$ cat src/rtl/icap_access_arbiter_if.sv
// Requester-side bus of the ICAP access arbiter: per-requester request/done
// levels in, registered one-hot grant and its index out.
interface icap_access_arbiter_if #(
  parameter int NUM_REQ = 2
);
  localparam int IDX_W = (NUM_REQ > 1) ? $clog2(NUM_REQ) : 1;

  logic [NUM_REQ-1:0] req;
  logic [NUM_REQ-1:0] done;
  logic [NUM_REQ-1:0] grant;
  logic [IDX_W-1:0]   grant_idx;

  modport master (
    output req,
    output done,
    input  grant,
    input  grant_idx
  );

  modport slave (
    input  req,
    input  done,
    output grant,
    output grant_idx
  );
endinterface

$ cat src/rtl/icap_access_arbiter.sv
// ICAP access arbiter: waits for a stable EOS, then hands the single ICAP port
// round-robin to its requesters, bounds every grant with a watchdog and answers
// STARTUPE2 PREQ with PACK only between transfers.
module icap_access_arbiter #(
  parameter int NUM_REQ           = 2,
  parameter int EOS_STABLE_CYCLES = 16,
  parameter int MAX_GRANT_CYCLES  = 65535
) (
  input  logic                 clk,
  input  logic                 rst_n,
  input  logic                 eos,
  input  logic                 preq,
  output logic                 pack,
  output logic                 icap_csib,
  output logic                 ready,
  output logic                 timeout_err,
  icap_access_arbiter_if.slave bus
);

  localparam int IDX_W = (NUM_REQ > 1) ? $clog2(NUM_REQ) : 1;
  localparam int CNT_W = $clog2(EOS_STABLE_CYCLES + 1);
  localparam logic [CNT_W-1:0] EOS_PRE   = CNT_W'(EOS_STABLE_CYCLES - 1);
  localparam bit               WD_ENABLE = (MAX_GRANT_CYCLES != 0);
  localparam logic [15:0]      WD_LAST   = WD_ENABLE ? 16'(MAX_GRANT_CYCLES - 1) : 16'd0;
  localparam logic [IDX_W-1:0] LAST_INIT = IDX_W'(NUM_REQ - 1);
  localparam logic [NUM_REQ-1:0] ONE_HOT0 = NUM_REQ'(1);

  typedef enum logic [1:0] {
    WAIT_EOS,
    IDLE,
    GRANT,
    PROG_ACK
  } state_t;

  state_t             state;
  logic               eos_meta;
  logic               eos_s;
  logic               preq_meta;
  logic               preq_s;
  logic [CNT_W-1:0]   stable_cnt;
  logic [15:0]        wdog;
  logic [IDX_W-1:0]   last_idx;
  logic [NUM_REQ-1:0] grant_r;
  logic [IDX_W-1:0]   grant_idx_r;

  logic [IDX_W-1:0]   pick_idx;
  logic               pick_valid;
  logic [IDX_W-1:0]   cand_idx;
  int                 cand;
  logic               cur_done;
  logic               cur_req;

  assign bus.grant     = grant_r;
  assign bus.grant_idx = grant_idx_r;
  assign cur_done      = bus.done[grant_idx_r];
  assign cur_req       = bus.req[grant_idx_r];

  // Round-robin pick: first active request scanning upward from the one after the last winner.
  always_comb begin
    pick_idx   = '0;
    pick_valid = 1'b0;
    cand       = 0;
    cand_idx   = '0;
    for (int k = 1; k <= NUM_REQ; k++) begin
      cand     = (int'(last_idx) + k) % NUM_REQ;
      cand_idx = IDX_W'(cand);
      if (!pick_valid && bus.req[cand_idx]) begin
        pick_valid = 1'b1;
        pick_idx   = cand_idx;
      end
    end
  end

  // Synchronizers, EOS qualification, arbitration FSM, watchdog and all registered outputs.
  always_ff @(posedge clk) begin
    if (!rst_n) begin
      state       <= WAIT_EOS;
      eos_meta    <= 1'b0;
      eos_s       <= 1'b0;
      preq_meta   <= 1'b0;
      preq_s      <= 1'b0;
      stable_cnt  <= '0;
      wdog        <= '0;
      last_idx    <= LAST_INIT;
      grant_r     <= '0;
      grant_idx_r <= '0;
      icap_csib   <= 1'b1;
      pack        <= 1'b0;
      ready       <= 1'b0;
      timeout_err <= 1'b0;
    end else begin
      eos_meta  <= eos;
      eos_s     <= eos_meta;
      preq_meta <= preq;
      preq_s    <= preq_meta;

      case (state)
        WAIT_EOS: begin
          if (!eos_s) begin
            stable_cnt <= '0;
          end else begin
            stable_cnt <= stable_cnt + 1'b1;
            if (stable_cnt == EOS_PRE) begin
              ready <= 1'b1;
              state <= IDLE;
            end
          end
        end

        IDLE: begin
          if (preq_s) begin
            pack  <= 1'b1;
            state <= PROG_ACK;
          end else if (pick_valid) begin
            grant_r     <= ONE_HOT0 << pick_idx;
            grant_idx_r <= pick_idx;
            last_idx    <= pick_idx;
            icap_csib   <= 1'b0;
            wdog        <= '0;
            state       <= GRANT;
          end
        end

        GRANT: begin
          if (wdog != 16'hFFFF) begin
            wdog <= wdog + 1'b1;
          end
          if (cur_done || !cur_req) begin
            grant_r   <= '0;
            icap_csib <= 1'b1;
            state     <= IDLE;
          end else if (WD_ENABLE && (wdog == WD_LAST)) begin
            grant_r     <= '0;
            icap_csib   <= 1'b1;
            timeout_err <= 1'b1;
            state       <= IDLE;
          end
        end

        PROG_ACK: begin
          if (!preq_s) begin
            pack  <= 1'b0;
            state <= IDLE;
          end
        end

        default: begin
          state <= WAIT_EOS;
        end
      endcase
    end
  end

endmodule

$ cat src/flat_wrapper.sv
// flat-port wrapper written by rule: the top's interface ports become plain ports
module icap_access_arbiter_flat 
#(
  parameter int NUM_REQ           = 2,
  parameter int EOS_STABLE_CYCLES = 16,
  parameter int MAX_GRANT_CYCLES  = 65535
)
  (clk, rst_n, eos, preq, pack, icap_csib, ready, timeout_err, bus_req, bus_done, bus_grant, bus_grant_idx);
  icap_access_arbiter_if #(.NUM_REQ(NUM_REQ)) bus_i ();
  input  logic clk;
  input  logic rst_n;
  input  logic eos;
  input  logic preq;
  output logic pack;
  output logic icap_csib;
  output logic ready;
  output logic timeout_err;
  input wire logic [$bits(bus_i.req)-1:0] bus_req;
  input wire logic [$bits(bus_i.done)-1:0] bus_done;
  output wire logic [$bits(bus_i.grant)-1:0] bus_grant;
  output wire logic [$bits(bus_i.grant_idx)-1:0] bus_grant_idx;
  assign bus_i.req = bus_req;
  assign bus_i.done = bus_done;
  assign bus_grant = bus_i.grant;
  assign bus_grant_idx = bus_i.grant_idx;
  icap_access_arbiter #(.NUM_REQ(NUM_REQ), .EOS_STABLE_CYCLES(EOS_STABLE_CYCLES), .MAX_GRANT_CYCLES(MAX_GRANT_CYCLES)) u_core (.clk(clk), .rst_n(rst_n), .eos(eos), .preq(preq), .pack(pack), .icap_csib(icap_csib), .ready(ready), .timeout_err(timeout_err), .bus(bus_i));
endmodule
$ cat config.mk
export PLATFORM = sky130hd
export DESIGN_NAME = icap_access_arbiter_flat
export DESIGN_NICKNAME = d
export VERILOG_FILES = /design/src/rtl/icap_access_arbiter_if.sv /design/src/rtl/icap_access_arbiter.sv /design/src/flat_wrapper.sv
export SDC_FILE = /design/constraint.sdc
export NUM_CORES = 1
export LEC_CHECK = 0
export BUFFER_PORTS_ARGS = -buffer_cell sky130_fd_sc_hd__buf_2
export CAP_MARGIN = 5
export CORE_UTILIZATION = 58
export CTS_BUF_LIST = sky130_fd_sc_hd__clkbuf_16
export DETAILED_ROUTE_END_ITERATION = 16
export MAX_ROUTING_LAYER = met4
export PLACE_DENSITY = 0.78
export SKIP_LAST_GASP = 1
export SYNTH_ARGS = -nofsm -noshare
export SYNTH_HDL_FRONTEND = slang
export SYNTH_SLANG_ARGS = --single-unit
$ cat constraint.sdc
create_clock -name clk -period 2 [get_ports clk]
set_input_delay 0.4 -clock clk [delete_from_list [all_inputs] [get_ports clk]]
set_output_delay 0.4 -clock clk [all_outputs]
set_load 0.01 [all_outputs]
==> reports/results.env, run 1 <==
DR.FIRST_ITER.DRC_COUNT=73
AVGVIACOUNTPERCELL=6.17
WORSTSETUPSTARTPOINTTYPE='flop'
PLACEMENT.SETUP.WORST_SLACK_NS=0.281
CP_SLOWEST_STAGE_DELAY_NS=0.61
FINAL-SETUP-VIOL-COUNT=0
GRT_FIRST_PASS_WIRELENGTH_UM=6310
ROUTED.TOP_LAYER='met4'
GLOBALPLACE.CONGESTION=0.865
SHARE_OF_THE_CLOCK_PERIOD_USED_BY_THE_WORST_PATH_PCT=88.9
SLEW_HEADROOM_PCT=65.7
INITIAL_CORE_UTILIZATION_PCT=61.3
POWER_FRAC_CLOCK_PCT=53.1
TIMING_HOLD_VIOLATIONS_FINAL=0
P_SEQ_SHARE_PCT=43.6
DIEHEIGHT_UM=56.0
DETAIL_ROUTE.WL_PER_CELL_UM=15.1
DR_TOTAL_VIAS=1519
CRIT_TYPE='flop to flop'
TIMING.CRITICAL_PATH.CELLS='nand4_2 -> or4_4 -> o211ai_1 -> mux2i_1'
P_SWITCHING_uW=318
CLOCK.FMAX_GHz=0.562
TRITONCTS='done'
YS_SEQ_AREA_SHARE_PCT=41.5
HOLD_PATH_CLASS='input port to flop'
SYNTH.AREA.MUX_SHARE_PCT=6.00
CP.ARRIVAL_NS=1.98
SYN-MEAN-INSTANCE-AREA_UM2=8.80
CRITICAL_PATH.MAX_FANOUT=7
FILL_CELLS=206
INSERTEDDIODECOUNT=0
LAYOUT.CELL_AREA.NON_FILLER_UM2=2000
DRC_VIOLATION_COUNT_AFTER_ROUTING=0
SYNTH-SIMPLE-AREA-SHARE_PCT=28.6
SYNTH_XOR_AREA_SHARE_PCT=0
CRITICAL-PATH-SLOWEST-CELL='or4_4'
NUMBER_OF_INSTANCES_IN_THE_SYNTHESIZED_NETLIST=192
UNREPAIRED_SETUP_ENDPOINTS_AFTER_GLOBAL_ROUTING='no'
CTSRESIZECOUNT=0
POST_ROUTE_CELLS_DRIVE_ABOVE_1_SHARE_PCT=16.7
DETAILED_PLACE.AREA_UM2=1840
HOLD_BUFFERS=0
POST_SYNTHESIS_NET_COUNT=204
SYNTHESIS.YOSYS.WARNINGS=0
FIRST_GLOBAL_VIAS=1414
POWER.STATIC_LEAKAGE_uW=0.000796
POWER.TOTAL_uW=1630
SWITCHING_SHARE_PCT=19.5
DIEWIDTH_UM=56.0
GLOBAL_ROUTE.USAGE.TOTAL_PCT=26.6
CAP_VIOLATIONS=0
NETLIST_AREA_UM2=1690
SYNTH_ADDER_AREA_SHARE_PCT=2.96
ANTENNA_FOUND_INITIAL=0
IO-PIN-COUNT=15
PERIOD_MINUS_SLACK_NS=1.78
CTS_SETUP_BUFFERS=0
INSERTION_DELAY_NS=0.28
MET1_ROUTED_LENGTH_UM=1730
LAYOUT_SETUP_WS_NS=0.221
P_INT_uW=1310
GRT_MAX_DEGREE=21
ROWS=19
ROUTE.ANTENNA.REMAINING_NETS=0
CLOCK_PATH_BUFFERS=2
TRITONCTS_NUM_SINKS=35
PORT-BUFFER-COUNT=14
DETAILROUTE.WIRELENGTH.MET3_UM=152
PLACE_HPWL_UM=2610
REG_CLK_SLEW_REPORTED_PATHS_NS=0.05
CORE-AREA_UM2=2760
POWER-PER-CELL-AREA_nW_PER_UM2=812
WORST-SLEW-PIN-TRANSITION_NS=0.513
SHARE_COMB_OF_TOTAL_POWER_PCT=3.3
FINAL_MAX_SLEW_VIOL_COUNT=0
RUN_STATUS='finished, final reports clean'
SETUP.WORST_PATH.END_CLASS='flop'
FINALNETCOUNT=226
MET2WIRELENGTH_UM=1780
SYNTHDISTINCTLIBCELLS=43
CTS_INSERTED_BUFFERS=5
DESIGN.DIE.AREA_UM2=3130
CTS-HTREE-LEVELS=2
MAX-VDD-IR-DROP_uV=915
FIN_TNS_SETUP_NS=0
ROUTED_WIRELENGTH_UM=3720
AREAGROWTHSYNTHTOFINISH_PCT=18.5
SYNTHESIZED_AREA_FRACTION_OCCUPIED_BY_AO_OA_AOI_AND_OAI_CELLS_PCT=18.1
FIRSTDRTPASSITERS=4
CLOCK_SKEW_NS=0.00193
GRT-OVFL-TOTAL=0
DOMINANT_COMBINATIONAL_CELL_FAMILY_BY_AREA_AFTER_SYNTHESIS='simple AND/OR/NAND/NOR gates'
YOSYS_REGISTER_BITS=35
CP_DATA_REQUIRED_TIME_NS=2.20
CTS-ROOT-BUF='clkbuf_16'
[cells in the mapped netlist]
| master | number | area (um^2) |
|---|---|---|
| and4_1 | 1 | 8.76 |
| nor2_1 | 5 | 18.8 |
| o21a_1 | 2 | 15.0 |
| nor3b_1 | 1 | 7.51 |
| nand2_1 | 25 | 93.8 |
| buf_2 | 2 | 10.0 |
| o211ai_1 | 2 | 15.0 |
| nor2b_1 | 2 | 12.5 |
| and4b_1 | 1 | 10.0 |
| nand4_2 | 2 | 25.0 |
| inv_1 | 6 | 22.5 |
| and3_1 | 5 | 31.3 |
| nor3_1 | 4 | 20.0 |
| nand3b_1 | 1 | 7.51 |
| nand4b_1 | 2 | 17.5 |
| a21boi_0 | 1 | 7.51 |
| or4_4 | 1 | 11.3 |
| clkbuf_1 | 4 | 15.0 |
| dfxtp_1 | 35 | 701 |
| and2_1 | 6 | 37.5 |
| o41ai_1 | 2 | 17.5 |
| a221oi_1 | 1 | 8.76 |
| or3_1 | 2 | 12.5 |
| nand3_1 | 10 | 50.1 |
| a31oi_1 | 1 | 6.26 |
| mux2i_1 | 9 | 90.1 |
| mux2_2 | 1 | 11.3 |
| o31ai_1 | 3 | 22.5 |
| a221o_1 | 1 | 10.0 |
| and3b_1 | 1 | 8.76 |
| o21ai_0 | 9 | 45.0 |
| o21ai_2 | 1 | 8.76 |
| nand2b_1 | 9 | 56.3 |
| a21oi_1 | 16 | 80.1 |
| o21ba_2 | 1 | 10.0 |
| o311ai_0 | 2 | 17.5 |
| o22a_1 | 1 | 8.76 |
| a211oi_1 | 2 | 15.0 |
| o21bai_4 | 1 | 18.8 |
| or4_1 | 3 | 22.5 |
| nand4_1 | 3 | 18.8 |
| ha_1 | 4 | 50.1 |
| nor4_2 | 1 | 12.5 |
[final timing paths]
check	from	end	slack [ns]	cells past startpoint
max	u_core.wdog[4]	u_core.wdog[2]	0.22	4
min reg2reg	u_core.eos_meta	u_core.eos_s	0.43	1
max reg2reg	u_core.wdog[4]	u_core.wdog[2]	0.22	4
min	eos	u_core.eos_meta	0.33	2
[layout by cell type, fill, tap and decap left out, types with 3 or more instances in the layout]
| master | n |
|---|---|
| inv_1 | 6 |
| dfxtp_1 | 35 |
| and3_1 | 5 |
| o21ai_0 | 9 |
| mux2i_1 | 9 |
| nand2_1 | 25 |
| nand2b_1 | 9 |
| ha_1 | 4 |
| o31ai_1 | 3 |
| buf_2 | 14 |
| a21oi_1 | 16 |
| nor3_1 | 4 |
| nand4_1 | 3 |
| nand3_1 | 10 |
| and2_1 | 6 |
| or4_1 | 3 |
| nor2_1 | 5 |
| clkbuf_16 | 5 |
| buf_4 | 6 |
[per-stage QoR]
stage / cells / utilization [%] / hold WS [ns]
final: 246 / 72.6 / 0.327
after global routing: 246 / 72.6 / 0.334
after CTS: 246 / 72.6 / 0.325
after detailed placement: 238 / 66.7 / 0.421
after global placement: 238 / 66.7 / 0.414
after floorplan: 192 / - / 0.412
[cell families after synthesis]
| kind of cell | after synthesis |
|---|---|
| mux | 10 |
| flops | 35 |
| fa+ha+maj | 4 |
| simple gates | 85 |
| compound gates | 46 |
| buf+inv | 12 |
[sequential cells by signal (all words and copies together) (netlist names)]
register / cells
u_core.wdog: 16
u_core.stable_cnt: 5
u_core.bus.grant: 2
u_core.state: 2
u_core.bus.grant_idx: 1
u_core.eos_meta: 1
u_core.eos_s: 1
u_core.icap_csib: 1
u_core.last_idx: 1
u_core.pack: 1
u_core.preq_meta: 1
u_core.preq_s: 1
u_core.ready: 1
u_core.timeout_err: 1
[layer usage]
metal | up-vias | GRT usage [%]
li1 | 746 | -
met1 | 735 | 33.3
met2 | 33 | 41.3
met3 | 5 | 6.51
met4 | 0 | 10.8
met5 | - | -
[final cells by class]
type                    count  area (um^2)  area share (%)
clock inverters             3         38.8            1.94
flip-flops and latches     35          701            35.0
clock buffers               5          125            6.25
well taps                  31         38.8            1.94
repair buffers             21          135            6.75
multi-input cells         145          941            47.0
inverters                   6         22.5            1.13
[power by group through the flow]
| stage | Clock (uW) | Sequential [uW] | Combinational [uW] |
|---|---|---|---|
| floorplan | 0 | 722 | 30.6 |
| global placement | 0 | 723 | 50.2 |
| detailed placement | 0 | 724 | 53.1 |
| CTS | 878 | 708 | 53.4 |
| global route | 902 | 709 | 58.9 |
| finish | 864 | 709 | 53.5 |
[critical path, delay by kind of cell, from the launching register on]
| family | cells | cell delay, ns |
|---|---|---|
| AO/OA/AOI/OAI | 1 | 0.24 |
| multiplexers | 1 | 0.23 |
| AND/OR/NAND/NOR | 2 | 0.79 |
| flip-flops | 1 | 0.43 |
Power figures use the tool's default switching activity.
==> inputs of run 2 (changes only) <==
==> constraint.sdc (replaced) <==
create_clock -name clk -period 2 [get_ports clk]
set_input_delay 0 -clock clk [delete_from_list [all_inputs] [get_ports clk]]
set_output_delay 0 -clock clk [all_outputs]
set_load 0.01 [all_outputs]
==> reports/results.env, run 2 (same netlist as run 1, synthesis figures left out) <==
CP_NUM_BUF_INV=0
CTSRESIZECOUNT=0
PATH_DELAY_FAMILY='simple AND/OR/NAND/NOR gates'
CRIT_TYPE='flop to flop'
CLOCK.FMAX_GHz=0.541
FIRSTDRTPASSITERS=4
CRITICAL-PATH-SLOWEST-CELL='or4_4'
P_SWITCHING_uW=340
TOP_REGS='u_core.wdog x16, u_core.stable_cnt x5'
TIMING.HOLD.WORST_ENDPOINT='u_core.last_idx'
PLACE_HPWL_UM=2640
POWER-PER-CELL-AREA_nW_PER_UM2=769
DR_TOTAL_VIAS=1547
CORE-AREA_UM2=2760
REG_TO_REG_STARTPOINT='u_core.wdog[4]'
DESIGN.DIE.AREA_UM2=3130
DETAILED_PLACE.AREA_UM2=1820
TIMING_HOLD_VIOLATIONS_FINAL=0
GLOBALPLACE.CONGESTION=0.871
GRT_MAX_DEGREE=21
FINAL-SETUP-VIOL-COUNT=0
WORSTSETUPSTARTPOINTTYPE='flop'
SHARE_OF_THE_CLOCK_PERIOD_USED_BY_THE_WORST_PATH_PCT=92.4
REG_CLK_SLEW_REPORTED_PATHS_NS=0.06
MAX-VDD-IR-DROP_uV=824
DRC_VIOLATION_COUNT_AFTER_ROUTING=0
RRSETUPSLACK_NS=0.15
UNREPAIRED_SETUP_ENDPOINTS_AFTER_GLOBAL_ROUTING='no'
CRITICAL_PATH.MAX_FANOUT=7
INSERTEDDIODECOUNT=0
SHARE_COMB_OF_TOTAL_POWER_PCT=3.3
LAYOUT.CELL_AREA.NON_FILLER_UM2=1980
FIRST_GLOBAL_VIAS=1436
P_INT_uW=1180
HOLD_PATH_CLASS='input port to flop'
PLACEMENT.SETUP.WORST_SLACK_NS=0.266
CTS-HTREE-LEVELS=2
DIEWIDTH_UM=56.0
DR.FIRST_ITER.DRC_COUNT=110
TIMING.CRITICAL_PATH.CELLS='nand4_2 -> or4_4 -> o211ai_1 -> mux2i_1'
HP-START='rst_n'
LAYOUT.CELLS.MOST_COMMON_LIST='dfxtp_1 (35), nand2_1 (25), a21oi_1 (16)'
ANTENNA_FOUND_INITIAL=0
PORT-BUFFER-COUNT=14
CTS_INSERTED_BUFFERS=5
AREAGROWTHSYNTHTOFINISH_PCT=17.4
WORSTSETUPSTARTPOINT='u_core.wdog[4]'
FINAL_MAX_SLEW_VIOL_COUNT=0
MOST_FREQUENT_STANDARD_CELL_IN_THE_LAYOUT_EXCLUDING_FILL_AND_TAP_CELLS='dfxtp_1'
PERIOD_MINUS_SLACK_NS=1.85
LARGEST_REG_FLOPS=16
FINALNETCOUNT=227
POWER.STATIC_LEAKAGE_uW=0.000782
GRT_FIRST_PASS_WIRELENGTH_UM=6660
FILL_CELLS=212
CTS-ROOT-BUF='clkbuf_16'
GRT-OVFL-TOTAL=0
INSERTION_DELAY_NS=0.28
ROUTED_WIRELENGTH_UM=3980
POST_ROUTE_CELLS_DRIVE_ABOVE_1_SHARE_PCT=16.2
DIEHEIGHT_UM=56.0
LARGEST-REGISTER='u_core.wdog'
INITIAL_CORE_UTILIZATION_PCT=61.3
SLEW_HEADROOM_PCT=65.4
FIN_TNS_SETUP_NS=0
FINALCOREUTILIZATION_PCT=71.9
CAP_VIOLATIONS=0
P_SEQ_SHARE_PCT=46.5
CLOCK_PATH_BUFFERS=2
SETUP.WORST_PATH.END_CLASS='flop'
TRITONCTS_NUM_SINKS=35
CRIT-REG2REG-CAPTURE='u_core.wdog[2]'
HOLD_BUFFERS=2
DETAIL_ROUTE.WL_PER_CELL_UM=16.1
SWITCHING_SHARE_PCT=22.3
ROUTE.ANTENNA.REMAINING_NETS=0
WORST-SLEW-PIN-TRANSITION_NS=0.517
CLOCK_SKEW_NS=0.00326
LAYOUT_SETUP_WS_NS=0.153
CP.ARRIVAL_NS=2.05
IO-PIN-COUNT=15
TRITONCTS='done'
GLOBAL_ROUTE.USAGE.TOTAL_PCT=28.6
POWER.TOTAL_uW=1520
CP_DATA_REQUIRED_TIME_NS=2.20
ROWS=19
POWER_FRAC_CLOCK_PCT=50.2
AVGVIACOUNTPERCELL=6.26
RUN_STATUS='finished, final reports clean'
CTS_SETUP_BUFFERS=0
HOLDPATHSTAGES=2
WORST-R2R-CELL-COUNT=4
CP_SLOWEST_STAGE_DELAY_NS=0.62
-- run 2: area by class of cell --
type	instances	area (um^2)	area share, %
Clock buffer	5	125	6.31
Multi-Input combinational cell	145	941	47.4
Timing Repair Buffer	22	135	6.81
Inverter	6	22.5	1.14
Sequential cell	35	701	35.3
Clock inverter	3	20.0	1.01
Tap cell	31	38.8	1.96
-- run 2: power groups by stage --
stage                     combinational (uW)  sequential, uW  clock (uW)
after detailed placement                46.5             724           0
after global routing                    56.4             709         800
after CTS                               50.1             709         771
after floorplan                         30.6             722           0
after global placement                  43.8             723           0
final                                   50.2             709         764
-- run 2: how the worst max path moves through the flow --
stage,depth (start not counted),endpoint,slack (ns)
finish,4,u_core.wdog[2],0.15
global route,4,u_core.wdog[2],0.07
CTS,4,u_core.wdog[2],0.15
detailed placement,4,u_core.wdog[0],0.27
global placement,4,u_core.wdog[2],0.34
floorplan,4,u_core.wdog[2],0.43
-- run 2: metal layers --
metal / share of wire [%] / track usage (%)
met2: 49 / 46.1
met4: 3.8 / 16.0
met5: 0 / -
met1: 42 / 33.2
met3: 5.0 / 6.05
-- run 2: metrics by stage --
step | hold WS [ns] | std cells
floorplan | 0.127 | 192
global placement | 0.209 | 237
detailed placement | 0.211 | 237
CTS | 0.0346 | 247
global route | 0.0418 | 247
finish | 0.0243 | 247
-- run 2: worst register-to-register path, stage by stage (launching register included) --
cell      delay (ns)
dfxtp_1         0.42
nand4_2         0.18
or4_4           0.62
o211ai_1        0.28
mux2i_1         0.26
